$ cat src/rtl/rvga_types.sv
// Shared rvga core types: register index, data word and the decode->execute payload.
package rvga_types;

  typedef logic [4:0]  rvga_reg;
  typedef logic [31:0] rvga_word;

  localparam rvga_reg RVGA_REG_ZERO = '0;

  // pc is carried in a full word; stages with a narrower PC_WIDTH use the low bits.
  typedef struct packed {
    rvga_word pc;
    rvga_reg  rs1;
    rvga_reg  rs2;
    logic     rs1_v;
    logic     rs2_v;
    rvga_reg  rd;
    logic     rd_w_v;
    logic     load;
    rvga_word rs1_data;
    rvga_word rs2_data;
  } de_pkt_s;

  function automatic de_pkt_s de_bubble(input de_pkt_s p);
    de_pkt_s b;
    b        = p;
    b.rs1_v  = 1'b0;
    b.rs2_v  = 1'b0;
    b.rd_w_v = 1'b0;
    b.load   = 1'b0;
    return b;
  endfunction

endpackage

$ cat src/rtl/decode_execute_stage_if.sv
// Decode/execute handshake and payload bundle around the decode->execute pipeline register.
interface decode_execute_stage_if #(
  parameter int PC_WIDTH  = 32,
  parameter int CNT_WIDTH = 16
);
  import rvga_types::*;

  logic                 decode_v_i;
  logic                 decode_ready_o;
  logic [PC_WIDTH-1:0]  decode_pc_i;
  rvga_reg              decode_rs1_i;
  rvga_reg              decode_rs2_i;
  logic                 decode_rs1_v_i;
  logic                 decode_rs2_v_i;
  rvga_reg              decode_rd_i;
  logic                 decode_rd_w_v_i;
  logic                 decode_load_i;
  rvga_word             decode_rs1_data_i;
  rvga_word             decode_rs2_data_i;

  logic                 execute_ready_i;
  logic                 flush_i;

  logic                 execute_v_o;
  logic [PC_WIDTH-1:0]  execute_pc_o;
  rvga_reg              execute_rs1_o;
  rvga_reg              execute_rs2_o;
  logic                 execute_rs1_v_o;
  logic                 execute_rs2_v_o;
  rvga_reg              execute_rd_o;
  logic                 execute_rd_w_v_o;
  logic                 execute_load_o;
  rvga_word             execute_rs1_data_o;
  rvga_word             execute_rs2_data_o;

  logic                 load_use_stall_o;
  logic [CNT_WIDTH-1:0] stall_cnt_o;
  logic [CNT_WIDTH-1:0] flush_cnt_o;

  modport master (
    output decode_v_i, decode_pc_i, decode_rs1_i, decode_rs2_i,
           decode_rs1_v_i, decode_rs2_v_i, decode_rd_i, decode_rd_w_v_i,
           decode_load_i, decode_rs1_data_i, decode_rs2_data_i,
           execute_ready_i, flush_i,
    input  decode_ready_o, execute_v_o, execute_pc_o, execute_rs1_o,
           execute_rs2_o, execute_rs1_v_o, execute_rs2_v_o, execute_rd_o,
           execute_rd_w_v_o, execute_load_o, execute_rs1_data_o,
           execute_rs2_data_o, load_use_stall_o, stall_cnt_o, flush_cnt_o
  );

  modport slave (
    input  decode_v_i, decode_pc_i, decode_rs1_i, decode_rs2_i,
           decode_rs1_v_i, decode_rs2_v_i, decode_rd_i, decode_rd_w_v_i,
           decode_load_i, decode_rs1_data_i, decode_rs2_data_i,
           execute_ready_i, flush_i,
    output decode_ready_o, execute_v_o, execute_pc_o, execute_rs1_o,
           execute_rs2_o, execute_rs1_v_o, execute_rs2_v_o, execute_rd_o,
           execute_rd_w_v_o, execute_load_o, execute_rs1_data_o,
           execute_rs2_data_o, load_use_stall_o, stall_cnt_o, flush_cnt_o
  );

endinterface

$ cat src/rtl/decode_execute_stage_load_use_detect.sv
// Load-use hazard check of an incoming decode instruction against a held load.
module load_use_detect
  import rvga_types::*;
(
  input  logic    held_v,
  input  logic    held_load,
  input  logic    held_rd_w_v,
  input  rvga_reg held_rd,
  input  logic    decode_v,
  input  rvga_reg rs1,
  input  logic    rs1_v,
  input  rvga_reg rs2,
  input  logic    rs2_v,
  output logic    load_use
);

  logic held_writes;
  logic src_match;

  // x0 is hard-wired, so a load targeting it can never feed a dependent instruction.
  assign held_writes = held_v & held_load & held_rd_w_v & (held_rd != RVGA_REG_ZERO);
  assign src_match   = (rs1_v & (rs1 == held_rd)) | (rs2_v & (rs2 == held_rd));
  assign load_use    = held_writes & decode_v & src_match;

endmodule

$ cat src/rtl/decode_execute_stage.sv
// Decode->execute pipeline register with load-use bubble insertion, flush kill and perf counters.
module decode_execute_stage
  import rvga_types::*;
#(
  parameter int PC_WIDTH  = 32,
  parameter int CNT_WIDTH = 16
) (
  input logic                   clk_i,
  input logic                   reset_n_i,
  decode_execute_stage_if.slave bus
);

  localparam logic [CNT_WIDTH-1:0] CNT_MAX = '1;

  de_pkt_s              held_q;
  de_pkt_s              held_d;
  de_pkt_s              incoming;
  logic                 valid_q;
  logic                 valid_d;
  logic                 adv;
  logic                 load_use;
  logic                 stall;
  logic [CNT_WIDTH-1:0] stall_cnt_q;
  logic [CNT_WIDTH-1:0] flush_cnt_q;

  load_use_detect u_load_use_detect (
    .held_v      (valid_q),
    .held_load   (held_q.load),
    .held_rd_w_v (held_q.rd_w_v),
    .held_rd     (held_q.rd),
    .decode_v    (bus.decode_v_i),
    .rs1         (bus.decode_rs1_i),
    .rs1_v       (bus.decode_rs1_v_i),
    .rs2         (bus.decode_rs2_i),
    .rs2_v       (bus.decode_rs2_v_i),
    .load_use    (load_use)
  );

  assign adv   = bus.execute_ready_i | ~valid_q;
  assign stall = load_use & ~bus.flush_i;

  always_comb begin
    incoming          = '0;
    incoming.pc       = rvga_word'(bus.decode_pc_i);
    incoming.rs1      = bus.decode_rs1_i;
    incoming.rs2      = bus.decode_rs2_i;
    incoming.rs1_v    = bus.decode_rs1_v_i;
    incoming.rs2_v    = bus.decode_rs2_v_i;
    incoming.rd       = bus.decode_rd_i;
    incoming.rd_w_v   = bus.decode_rd_w_v_i;
    incoming.load     = bus.decode_load_i;
    incoming.rs1_data = bus.decode_rs1_data_i;
    incoming.rs2_data = bus.decode_rs2_data_i;
  end

  // Flush beats everything; a bubble keeps data fields so only control bits toggle.
  always_comb begin
    held_d  = held_q;
    valid_d = valid_q;
    if (bus.flush_i) begin
      valid_d = 1'b0;
      held_d  = de_bubble(held_q);
    end else if (adv && bus.decode_v_i && !load_use) begin
      valid_d = 1'b1;
      held_d  = incoming;
    end else if (adv) begin
      valid_d = 1'b0;
      held_d  = de_bubble(held_q);
    end
  end

  always_ff @(posedge clk_i or negedge reset_n_i) begin
    if (!reset_n_i) begin
      held_q  <= '0;
      valid_q <= 1'b0;
    end else begin
      held_q  <= held_d;
      valid_q <= valid_d;
    end
  end

  always_ff @(posedge clk_i or negedge reset_n_i) begin
    if (!reset_n_i) begin
      stall_cnt_q <= '0;
      flush_cnt_q <= '0;
    end else begin
      if (stall && (stall_cnt_q != CNT_MAX)) begin
        stall_cnt_q <= stall_cnt_q + 1'b1;
      end
      if (bus.flush_i && valid_q && (flush_cnt_q != CNT_MAX)) begin
        flush_cnt_q <= flush_cnt_q + 1'b1;
      end
    end
  end

  assign bus.decode_ready_o     = bus.flush_i | (adv & ~load_use);
  assign bus.load_use_stall_o   = stall;
  assign bus.execute_v_o        = valid_q;
  assign bus.execute_pc_o       = held_q.pc[PC_WIDTH-1:0];
  assign bus.execute_rs1_o      = held_q.rs1;
  assign bus.execute_rs2_o      = held_q.rs2;
  assign bus.execute_rs1_v_o    = held_q.rs1_v;
  assign bus.execute_rs2_v_o    = held_q.rs2_v;
  assign bus.execute_rd_o       = held_q.rd;
  assign bus.execute_rd_w_v_o   = held_q.rd_w_v;
  assign bus.execute_load_o     = held_q.load;
  assign bus.execute_rs1_data_o = held_q.rs1_data;
  assign bus.execute_rs2_data_o = held_q.rs2_data;
  assign bus.stall_cnt_o        = stall_cnt_q;
  assign bus.flush_cnt_o        = flush_cnt_q;

endmodule

$ cat src/flat_wrapper.sv
// flat-port wrapper written by rule: the top's interface ports become plain ports
module decode_execute_stage_flat import rvga_types::*;
#(
  parameter int PC_WIDTH  = 32,
  parameter int CNT_WIDTH = 16
)
  (clk_i, reset_n_i, bus_decode_v_i, bus_decode_pc_i, bus_decode_rs1_i, bus_decode_rs2_i, bus_decode_rs1_v_i, bus_decode_rs2_v_i, bus_decode_rd_i, bus_decode_rd_w_v_i, bus_decode_load_i, bus_decode_rs1_data_i, bus_decode_rs2_data_i, bus_execute_ready_i, bus_flush_i, bus_decode_ready_o, bus_execute_v_o, bus_execute_pc_o, bus_execute_rs1_o, bus_execute_rs2_o, bus_execute_rs1_v_o, bus_execute_rs2_v_o, bus_execute_rd_o, bus_execute_rd_w_v_o, bus_execute_load_o, bus_execute_rs1_data_o, bus_execute_rs2_data_o, bus_load_use_stall_o, bus_stall_cnt_o, bus_flush_cnt_o);
  decode_execute_stage_if #(.PC_WIDTH(PC_WIDTH), .CNT_WIDTH(CNT_WIDTH)) bus_i ();
  input logic clk_i;
  input logic reset_n_i;
  input wire logic [$bits(bus_i.decode_v_i)-1:0] bus_decode_v_i;
  input wire logic [$bits(bus_i.decode_pc_i)-1:0] bus_decode_pc_i;
  input wire logic [$bits(bus_i.decode_rs1_i)-1:0] bus_decode_rs1_i;
  input wire logic [$bits(bus_i.decode_rs2_i)-1:0] bus_decode_rs2_i;
  input wire logic [$bits(bus_i.decode_rs1_v_i)-1:0] bus_decode_rs1_v_i;
  input wire logic [$bits(bus_i.decode_rs2_v_i)-1:0] bus_decode_rs2_v_i;
  input wire logic [$bits(bus_i.decode_rd_i)-1:0] bus_decode_rd_i;
  input wire logic [$bits(bus_i.decode_rd_w_v_i)-1:0] bus_decode_rd_w_v_i;
  input wire logic [$bits(bus_i.decode_load_i)-1:0] bus_decode_load_i;
  input wire logic [$bits(bus_i.decode_rs1_data_i)-1:0] bus_decode_rs1_data_i;
  input wire logic [$bits(bus_i.decode_rs2_data_i)-1:0] bus_decode_rs2_data_i;
  input wire logic [$bits(bus_i.execute_ready_i)-1:0] bus_execute_ready_i;
  input wire logic [$bits(bus_i.flush_i)-1:0] bus_flush_i;
  output wire logic [$bits(bus_i.decode_ready_o)-1:0] bus_decode_ready_o;
  output wire logic [$bits(bus_i.execute_v_o)-1:0] bus_execute_v_o;
  output wire logic [$bits(bus_i.execute_pc_o)-1:0] bus_execute_pc_o;
  output wire logic [$bits(bus_i.execute_rs1_o)-1:0] bus_execute_rs1_o;
  output wire logic [$bits(bus_i.execute_rs2_o)-1:0] bus_execute_rs2_o;
  output wire logic [$bits(bus_i.execute_rs1_v_o)-1:0] bus_execute_rs1_v_o;
  output wire logic [$bits(bus_i.execute_rs2_v_o)-1:0] bus_execute_rs2_v_o;
  output wire logic [$bits(bus_i.execute_rd_o)-1:0] bus_execute_rd_o;
  output wire logic [$bits(bus_i.execute_rd_w_v_o)-1:0] bus_execute_rd_w_v_o;
  output wire logic [$bits(bus_i.execute_load_o)-1:0] bus_execute_load_o;
  output wire logic [$bits(bus_i.execute_rs1_data_o)-1:0] bus_execute_rs1_data_o;
  output wire logic [$bits(bus_i.execute_rs2_data_o)-1:0] bus_execute_rs2_data_o;
  output wire logic [$bits(bus_i.load_use_stall_o)-1:0] bus_load_use_stall_o;
  output wire logic [$bits(bus_i.stall_cnt_o)-1:0] bus_stall_cnt_o;
  output wire logic [$bits(bus_i.flush_cnt_o)-1:0] bus_flush_cnt_o;
  assign bus_i.decode_v_i = bus_decode_v_i;
  assign bus_i.decode_pc_i = bus_decode_pc_i;
  assign bus_i.decode_rs1_i = bus_decode_rs1_i;
  assign bus_i.decode_rs2_i = bus_decode_rs2_i;
  assign bus_i.decode_rs1_v_i = bus_decode_rs1_v_i;
  assign bus_i.decode_rs2_v_i = bus_decode_rs2_v_i;
  assign bus_i.decode_rd_i = bus_decode_rd_i;
  assign bus_i.decode_rd_w_v_i = bus_decode_rd_w_v_i;
  assign bus_i.decode_load_i = bus_decode_load_i;
  assign bus_i.decode_rs1_data_i = bus_decode_rs1_data_i;
  assign bus_i.decode_rs2_data_i = bus_decode_rs2_data_i;
  assign bus_i.execute_ready_i = bus_execute_ready_i;
  assign bus_i.flush_i = bus_flush_i;
  assign bus_decode_ready_o = bus_i.decode_ready_o;
  assign bus_execute_v_o = bus_i.execute_v_o;
  assign bus_execute_pc_o = bus_i.execute_pc_o;
  assign bus_execute_rs1_o = bus_i.execute_rs1_o;
  assign bus_execute_rs2_o = bus_i.execute_rs2_o;
  assign bus_execute_rs1_v_o = bus_i.execute_rs1_v_o;
  assign bus_execute_rs2_v_o = bus_i.execute_rs2_v_o;
  assign bus_execute_rd_o = bus_i.execute_rd_o;
  assign bus_execute_rd_w_v_o = bus_i.execute_rd_w_v_o;
  assign bus_execute_load_o = bus_i.execute_load_o;
  assign bus_execute_rs1_data_o = bus_i.execute_rs1_data_o;
  assign bus_execute_rs2_data_o = bus_i.execute_rs2_data_o;
  assign bus_load_use_stall_o = bus_i.load_use_stall_o;
  assign bus_stall_cnt_o = bus_i.stall_cnt_o;
  assign bus_flush_cnt_o = bus_i.flush_cnt_o;
  decode_execute_stage #(.PC_WIDTH(PC_WIDTH), .CNT_WIDTH(CNT_WIDTH)) u_core (.clk_i(clk_i), .reset_n_i(reset_n_i), .bus(bus_i));
endmodule
$ cat config.mk
export PLATFORM = sky130hd
export DESIGN_NAME = decode_execute_stage_flat
export DESIGN_NICKNAME = d
export VERILOG_FILES = /design/src/rtl/rvga_types.sv /design/src/rtl/decode_execute_stage_if.sv /design/src/rtl/decode_execute_stage_load_use_detect.sv /design/src/rtl/decode_execute_stage.sv /design/src/flat_wrapper.sv
export SDC_FILE = /design/constraint.sdc
export NUM_CORES = 1
export LEC_CHECK = 0
export CORE_MARGIN = 2
export CORE_UTILIZATION = 42
export DETAILED_ROUTE_END_ITERATION = 6
export MAX_ROUTING_LAYER = met4
export PLACE_DENSITY = 0.85
export SLEW_MARGIN = 30
export SYNTH_ARGS = -nofsm -noshare
export SYNTH_HDL_FRONTEND = slang
export SYNTH_SLANG_ARGS = --single-unit
$ cat constraint.sdc
create_clock -name clk_i -period 3.4 [get_ports clk_i]
set_clock_uncertainty 0.1 [all_clocks]
set_input_delay 1.02 -clock clk_i [delete_from_list [all_inputs] [get_ports clk_i]]
set_output_delay 1.02 -clock clk_i [all_outputs]
set_load 0.01 [all_outputs]
Word-level counts from Yosys, hierarchy flattened
Index checks and enable logic that the tools add are counted.
{"block": "totals", "ff_bits": 148, "word_cells": 49, "out_inout_bits": 150}
{"block": "op_classes", "n_reduce_logical": 9, "n_eq_ne": 4, "n_addsub": 2, "n_mux": 6, "bitwise_logic": 15}
{"op": "73-bit two-way mux", "count": 2}
{"op": "115-bit two-way mux", "count": 1}
{"op": "16-bit by 1-bit adder with 16-bit output (second input constant)", "count": 2}
{"op": "16-bit inequality test (second input constant)", "count": 2}
{"op": "5-bit equality test", "count": 2}
{"op": "1-bit AND", "count": 9}
{"op": "1-bit logical AND", "count": 5}
{"op": "5-bit nonzero test", "count": 1}
{"op": "1-bit two-way mux", "count": 3}
{"op": "1-bit NOT", "count": 3}
{"op": "1-bit OR", "count": 3}
{"op": "3-bit nonzero test", "count": 1}
{"op": "2-bit AND reduction", "count": 1}
{"op": "1-bit logical NOT", "count": 1}

Depth between registers and ports, before layout
{"block": "depth", "depth_word": 9, "depth_mapped": 7}

By module
A second synthesis with hierarchy kept.
{"block": "unflattened", "hier_cells": 415, "area_unflattened_um2": 6082.1}
{"module": "decode_execute_stage", "seq_area_each_um2": 3703.6, "area_each_um2": 5941.9, "instances": 1, "cells_each": 397}
{"module": "load_use_detect", "seq_area_each_um2": 0.0, "area_each_um2": 140.1, "instances": 1, "cells_each": 18}

Worst setup path before layout
OpenSTA, ideal clock, no wires.
{"block": "synth_path", "kind": "input to output", "start": "input port bus_decode_rs2_i[0]", "end": "output port bus_decode_ready_o", "path_slack_ns": 0.112, "stages": 6, "n_path_buf": 1, "arrival_ns": 2.168, "path_cell_list": "xnor2_1 -> nand4_1 -> o22ai_2 -> clkbuf_1 -> nand2_1 -> a21o_1"}
{"block": "synth_via", "elab_chain_cells": 7}
{"item": "start, declared", "line_no": "flat_wrapper.sv:14", "source": "input wire logic [$bits(bus_i.decode_rs2_i)-1:0] bus_decode_rs2_i;"}
{"item": "5-bit equality test", "line_no": "decode_execute_stage_load_use_detect.sv:22", "source": "assign src_match = (rs1_v & (rs1 == held_rd)) | (rs2_v & (rs2 == held_rd));"}
{"item": "1-bit AND", "line_no": "decode_execute_stage_load_use_detect.sv:22"}
{"item": "1-bit OR", "line_no": "decode_execute_stage_load_use_detect.sv:22"}
{"item": "1-bit AND", "line_no": "decode_execute_stage_load_use_detect.sv:23", "source": "assign load_use = held_writes & decode_v & src_match;"}
{"item": "1-bit NOT", "line_no": "decode_execute_stage.sv:96", "source": "assign bus.decode_ready_o = bus.flush_i | (adv & ~load_use);"}
{"item": "1-bit AND", "line_no": "decode_execute_stage.sv:96"}
{"item": "1-bit OR", "line_no": "decode_execute_stage.sv:96"}
{"item": "end, declared", "line_no": "flat_wrapper.sv:24", "source": "output wire logic [$bits(bus_i.decode_ready_o)-1:0] bus_decode_ready_o;"}
Every way passes these cells.

Worst setup path in the final report
{"block": "layout_path", "start": "input port bus_decode_v_i", "end": "output port bus_decode_ready_o"}
{"block": "layout_via", "elab_chain_cells": 5}
{"item": "start, declared", "line_no": "flat_wrapper.sv:11", "source": "input wire logic [$bits(bus_i.decode_v_i)-1:0] bus_decode_v_i;"}
{"item": "1-bit AND (2 in series)", "line_no": "decode_execute_stage_load_use_detect.sv:23"}
{"item": "1-bit NOT", "line_no": "decode_execute_stage.sv:96"}
{"item": "1-bit AND", "line_no": "decode_execute_stage.sv:96"}
{"item": "1-bit OR", "line_no": "decode_execute_stage.sv:96"}
Every way passes these cells.

==> results.md <==
Setup path:
- The arrival time reported for the critical path endpoint is 2240 ps.
- The worst setup path is captured at an output port.
- Tracing the worst setup path back leads to its startpoint at bus_decode_v_i.
- The element type at the critical path start is an input pin.
- In this run the critical register-to-register path is captured at u_core.bus.execute_rs1_data_o[12]$_DFFE_PN0P_.
- At the worst endpoint, the required time is 2280 ps.
- The slowest stage of the critical path belongs to the cell sky130_fd_sc_hd__clkdlybuf4s50_1.
- The reg-to-reg critical path startpoint is u_core.bus.execute_rd_o[2]$_DFFE_PN0P_.
- Walking the worst path, the cells encountered are clkdlybuf4s50_1, nand4_1, a21oi_2, nand2_2, a21o_1, buf_2.
- The count of buffer and inverter cells on the critical path is 2.
- The worst setup slack for register-to-register paths is 630 ps.
- Of all nets on the critical path, the largest fanout is 2.
- For the worst flop-to-flop path, the logic depth is 12.
- The kind of cell with the highest combined delay on the critical path is buffers and inverters.
- The critical path start-end classification is in2out.
- On the worst path, the slowest cell contributes a delay of 480 ps.

Floorplanning:
- The initial core utilization is 43.1%.
- The height of the chip is 124 µm.
- The die extent in x is 124 µm.
- During I/O placement, the number of pins put on the boundary was 270.
- The row count is 43.
- The die covers 15300 µm².
- The total area inside the core boundary comes to 13900 µm².

Timing:
- The slew at the pin closest to its max-slew limit is 801 ps.
- The highest clock frequency the design can meet is 0.298 GHz.
- The max-slew violation count is 0.
- Headroom to the max-slew limit came out at 46.6%.
- For the finished layout, the period the worst path requires is 3360 ps.
- The number of setup violations in the final report is 0.
- Dividing the final minimum period by the clock period gives 98.7%.
- Final hold analysis gives a worst-case slack of 388 ps.
- The final number of hold-violating endpoints is 0.

Clock network:
- The clock tree synthesis step divided the H-tree into 4 levels.
- The clock passes through at most 2 buffers.
- Clock tree synthesis inserted a total of 17 buffers.
- Clock-pin slew was measured on the worst setup and hold paths at 60 ps.
- The clock net in this run drives a total of 148 sinks.
- The TritonCTS clock tree is done.
- The number of buffers inserted by hold repair at cts is 0.
- The master cell of the clock root buffer is sky130_fd_sc_hd__clkbuf_16.
- The worst-skew pair later-pin latency is 410 ps.

Synth:
- The synthesized design contains 0 enable-type register cells.
- The count of cell types in the netlist is 33.
- Synthesis produced a netlist with a net count of 537.
- The post-synth design cell area is 6010 µm².
- The multiplexer share of the synthesized area is 21.4%.
- After Yosys synthesis, XOR and XNOR cells account for 5.54% of the synthesized area.
- For this run, the leading register cell type out of synthesis is sky130_fd_sc_hd__dfrtp_1.
- The synthesized netlist devotes 7.60% of its cell area to simple gates.
- The main combinational cell family by area after synthesis is multiplexers.
- Counting flops and latches in the post-synthesis netlist gives 148.
- The portion of the post-synthesis area used by sequential elements is 61.7%.
- The share of flip-flops with an asynchronous set or reset after synthesis is 100%.
- A synthesized cell averages 14.5 µm².
- The cell count after synthesis came out at 415.
- The synthesized netlist devotes 1.88% of its cell area to compound gates.
- The warning count from the yosys run is 0.
- The adder and majority cell fraction of the synthesized area is 0.417%.

Power and ir drop:
- The internal power is 4.06 mW.
- The combinational share of power is 23.5%.
- Total power for the finished layout comes to 5.39 mW.
- Per report_power, the sequential group accounts for 41.0% of the total.
- The fraction of power spent switching nets is 24.7%.
- The clock network accounts for 35.5% of the total power.
- For this design the static power due to leakage is 4.03 nW.
- The analysis attributes to net switching a power of 1.33 mW.
- The worst-case vdd ir drop is 0.333 mV.
- Power spread over the standard cell area amounts to 556 nW/µm².

Global route:
- The layer flagged by global routing as most heavily used is met2.
- Global routing used 4.35% of the available met3 tracks.
- The initial antenna violation count is 0.
- Global routing consumed, on the met1 layer, 25.9% of the routing resources.
- In the global route stage, met2 resource usage came out at 36.5%.
- Entering global routing, the biggest net connects 84 pins.
- The first global-routing pass estimated 24.5 mm of wire.
- The via count of the first global-routing pass came to 4821.
- The total global routing track utilization is 21.7%.
- For this run the aggregate overflow at the end of global routing stands at 0.

Place:
- The count of input and output buffers is 269.
- Routability-driven placement finished with a final weighted congestion of 0.834.
- Detailed placement finished with a half-perimeter wire length of 11.9 mm.

Routing:
- After detailed routing, the total wire length is 16.1 mm.
- The average vias per placed instance is 5.02.
- Dividing the detail-routed wire length by the instance count gives 17.7 µm.
- The detailed router finished its first iteration with 239 violations.
- After detailed routing, the number of remaining DRC violations is 0.
- The routed layout has 4570 vias.
- The iteration count of the initial detailed-routing pass is 4.
- Once detail routing completed, the nets flagged for antenna violations numbered 0.

Hold path:
- The count of cells along the worst hold path is 1.
- The path with the worst hold slack has its endpoint at u_core.bus.execute_rs2_data_o[13]$_DFFE_PN0P_.
- The worst hold path begins at u_core.bus.execute_rs2_data_o[13]$_DFFE_PN0P_.
- The path class of the tightest hold or removal check is reg2reg.

Finish:
- Relative to the synthesized area, the layout overhead comes to 61.4%.
- The net count of the finished layout is 839.
- The share of cells above drive strength 1 is 21.2%.
- The number of antenna diodes in the final layout is 0.

Run:
- The number of violations of the max-capacitance limit is 0.

Status:
- The flow ran to the end, and the final reports show no timing, DRC or antenna violations.
-- cells by family after synthesis --
kind of cell	after synthesis
AO/OA/AOI/OAI	14
XOR/XNOR	38
adder cells (fa/ha/maj)	2
flip-flops	148
AND/OR/NAND/NOR	84
multiplexers	114
buffers and inverters	15
-- power groups by stage --
stage | combinational, mW | clock, mW | sequential (mW)
after detailed placement | 1.27 | 0 | 2.24
after CTS | 1.28 | 1.95 | 2.21
after global placement | 1.24 | 0 | 2.22
final | 1.27 | 1.91 | 2.21
after global routing | 1.35 | 2.03 | 2.25
after floorplan | 0.318 | 0 | 2.34
-- layer usage --
layer | part of all wire [%] | wire length (µm)
met1 | 40 | 6450
met2 | 52 | 8440
met3 | 5.2 | 839
met4 | 2.1 | 345
met5 | 0 | 0
-- layout by cell type, fill, tap and decap left out, drive strengths merged, types with 2 or more instances in the layout --
cell             n
nor3             7
a21o             2
clkbuf          26
a21oi            2
buf             31
and4             2
nand2b           2
clkinv           4
and3             7
nor4             5
clkdlybuf4s50  256
bufinv           3
dlygate4sd2      6
nand2           12
o21ai            2
mux2           114
dfrtp          148
xnor2           36
nand3           15
a22o             4
nor2             9
xor2             2
clkinvlp         2
ha               2
nand4           22
-- synthesized netlist by cell type (2+ instances only) --
master | number | area (µm²)
sky130_fd_sc_hd__dfrtp_1 | 148 | 3700
sky130_fd_sc_hd__mux2_2 | 85 | 957
sky130_fd_sc_hd__xnor2_1 | 36 | 315
sky130_fd_sc_hd__mux2_1 | 29 | 327
sky130_fd_sc_hd__nand4_1 | 22 | 138
sky130_fd_sc_hd__nand3_1 | 15 | 75.1
sky130_fd_sc_hd__nand2_1 | 12 | 45.0
sky130_fd_sc_hd__nor2_1 | 8 | 30.0
sky130_fd_sc_hd__and3_1 | 7 | 43.8
sky130_fd_sc_hd__buf_2 | 7 | 35.0
sky130_fd_sc_hd__nor3_1 | 7 | 35.0
sky130_fd_sc_hd__nor4_1 | 5 | 31.3
sky130_fd_sc_hd__a22o_1 | 4 | 35.0
sky130_fd_sc_hd__buf_6 | 3 | 33.8
sky130_fd_sc_hd__clkbuf_1 | 3 | 11.3
sky130_fd_sc_hd__a21o_1 | 2 | 15.0
sky130_fd_sc_hd__a21oi_1 | 2 | 10.0
sky130_fd_sc_hd__and4_1 | 2 | 17.5
sky130_fd_sc_hd__ha_1 | 2 | 25.0
sky130_fd_sc_hd__nand2b_1 | 2 | 12.5
sky130_fd_sc_hd__xor2_1 | 2 | 17.5
-- area by class of cell --
cell class	instances	area, µm²
Clock inverter	9	125
Clock buffer	23	488
Fill cell	987	4240
Sequential cell	148	3700
Timing Repair Buffer	297	2920
Tap cell	180	225
Multi-Input combinational cell	252	2220
Inverter	1	3.75
-- sequential cells by signal (all words and copies together) (netlist names) --
signal and count:
u_core.bus.execute_rs2_v_o 1, u_core.bus.execute_pc_o 32, u_core.bus.execute_rd_w_v_o 1, u_core.bus.execute_v_o 1
u_core.bus.execute_rs1_v_o 1, u_core.bus.execute_rs1_data_o 32, u_core.bus.execute_load_o 1, u_core.bus.execute_rs2_o 5
u_core.bus.execute_rs2_data_o 32, u_core.bus.execute_rs1_o 5, u_core.bus.flush_cnt_o 16, u_core.bus.stall_cnt_o 16
u_core.bus.execute_rd_o 5
-- stage by stage --
stage	worst slack (ps)	TNS [ps]	area, µm²	util (%)	cells
global placement	-516	-1770	9070	65.1	874
finish	43.5	0	9690	69.6	910
CTS	41.8	0	9700	69.6	910
detailed placement	-515	-2270	9070	65.1	874
floorplan	112	0	6010	-	415
global route	-37.6	-37.6	9690	69.6	910
-- timing repair --
action,4_1_cts,5_1_grt
pin swaps,6,10
gates resized for setup,18,9
buffers inserted,4,0
setup endpoints to repair,2,1
-- how the worst max path moves through the flow --
stage                            to  slack [ps]  cells after the start
6_report         bus_decode_ready_o          40                      6
5_1_grt          bus_decode_ready_o         -40                      6
4_1_cts          bus_decode_ready_o          40                      7
3_5_place_dp     bus_decode_ready_o        -520                      7
3_3_place_gp   bus_load_use_stall_o        -520                      7
2_1_floorplan    bus_decode_ready_o         110                      6
Power figures use the tool's default switching activity.
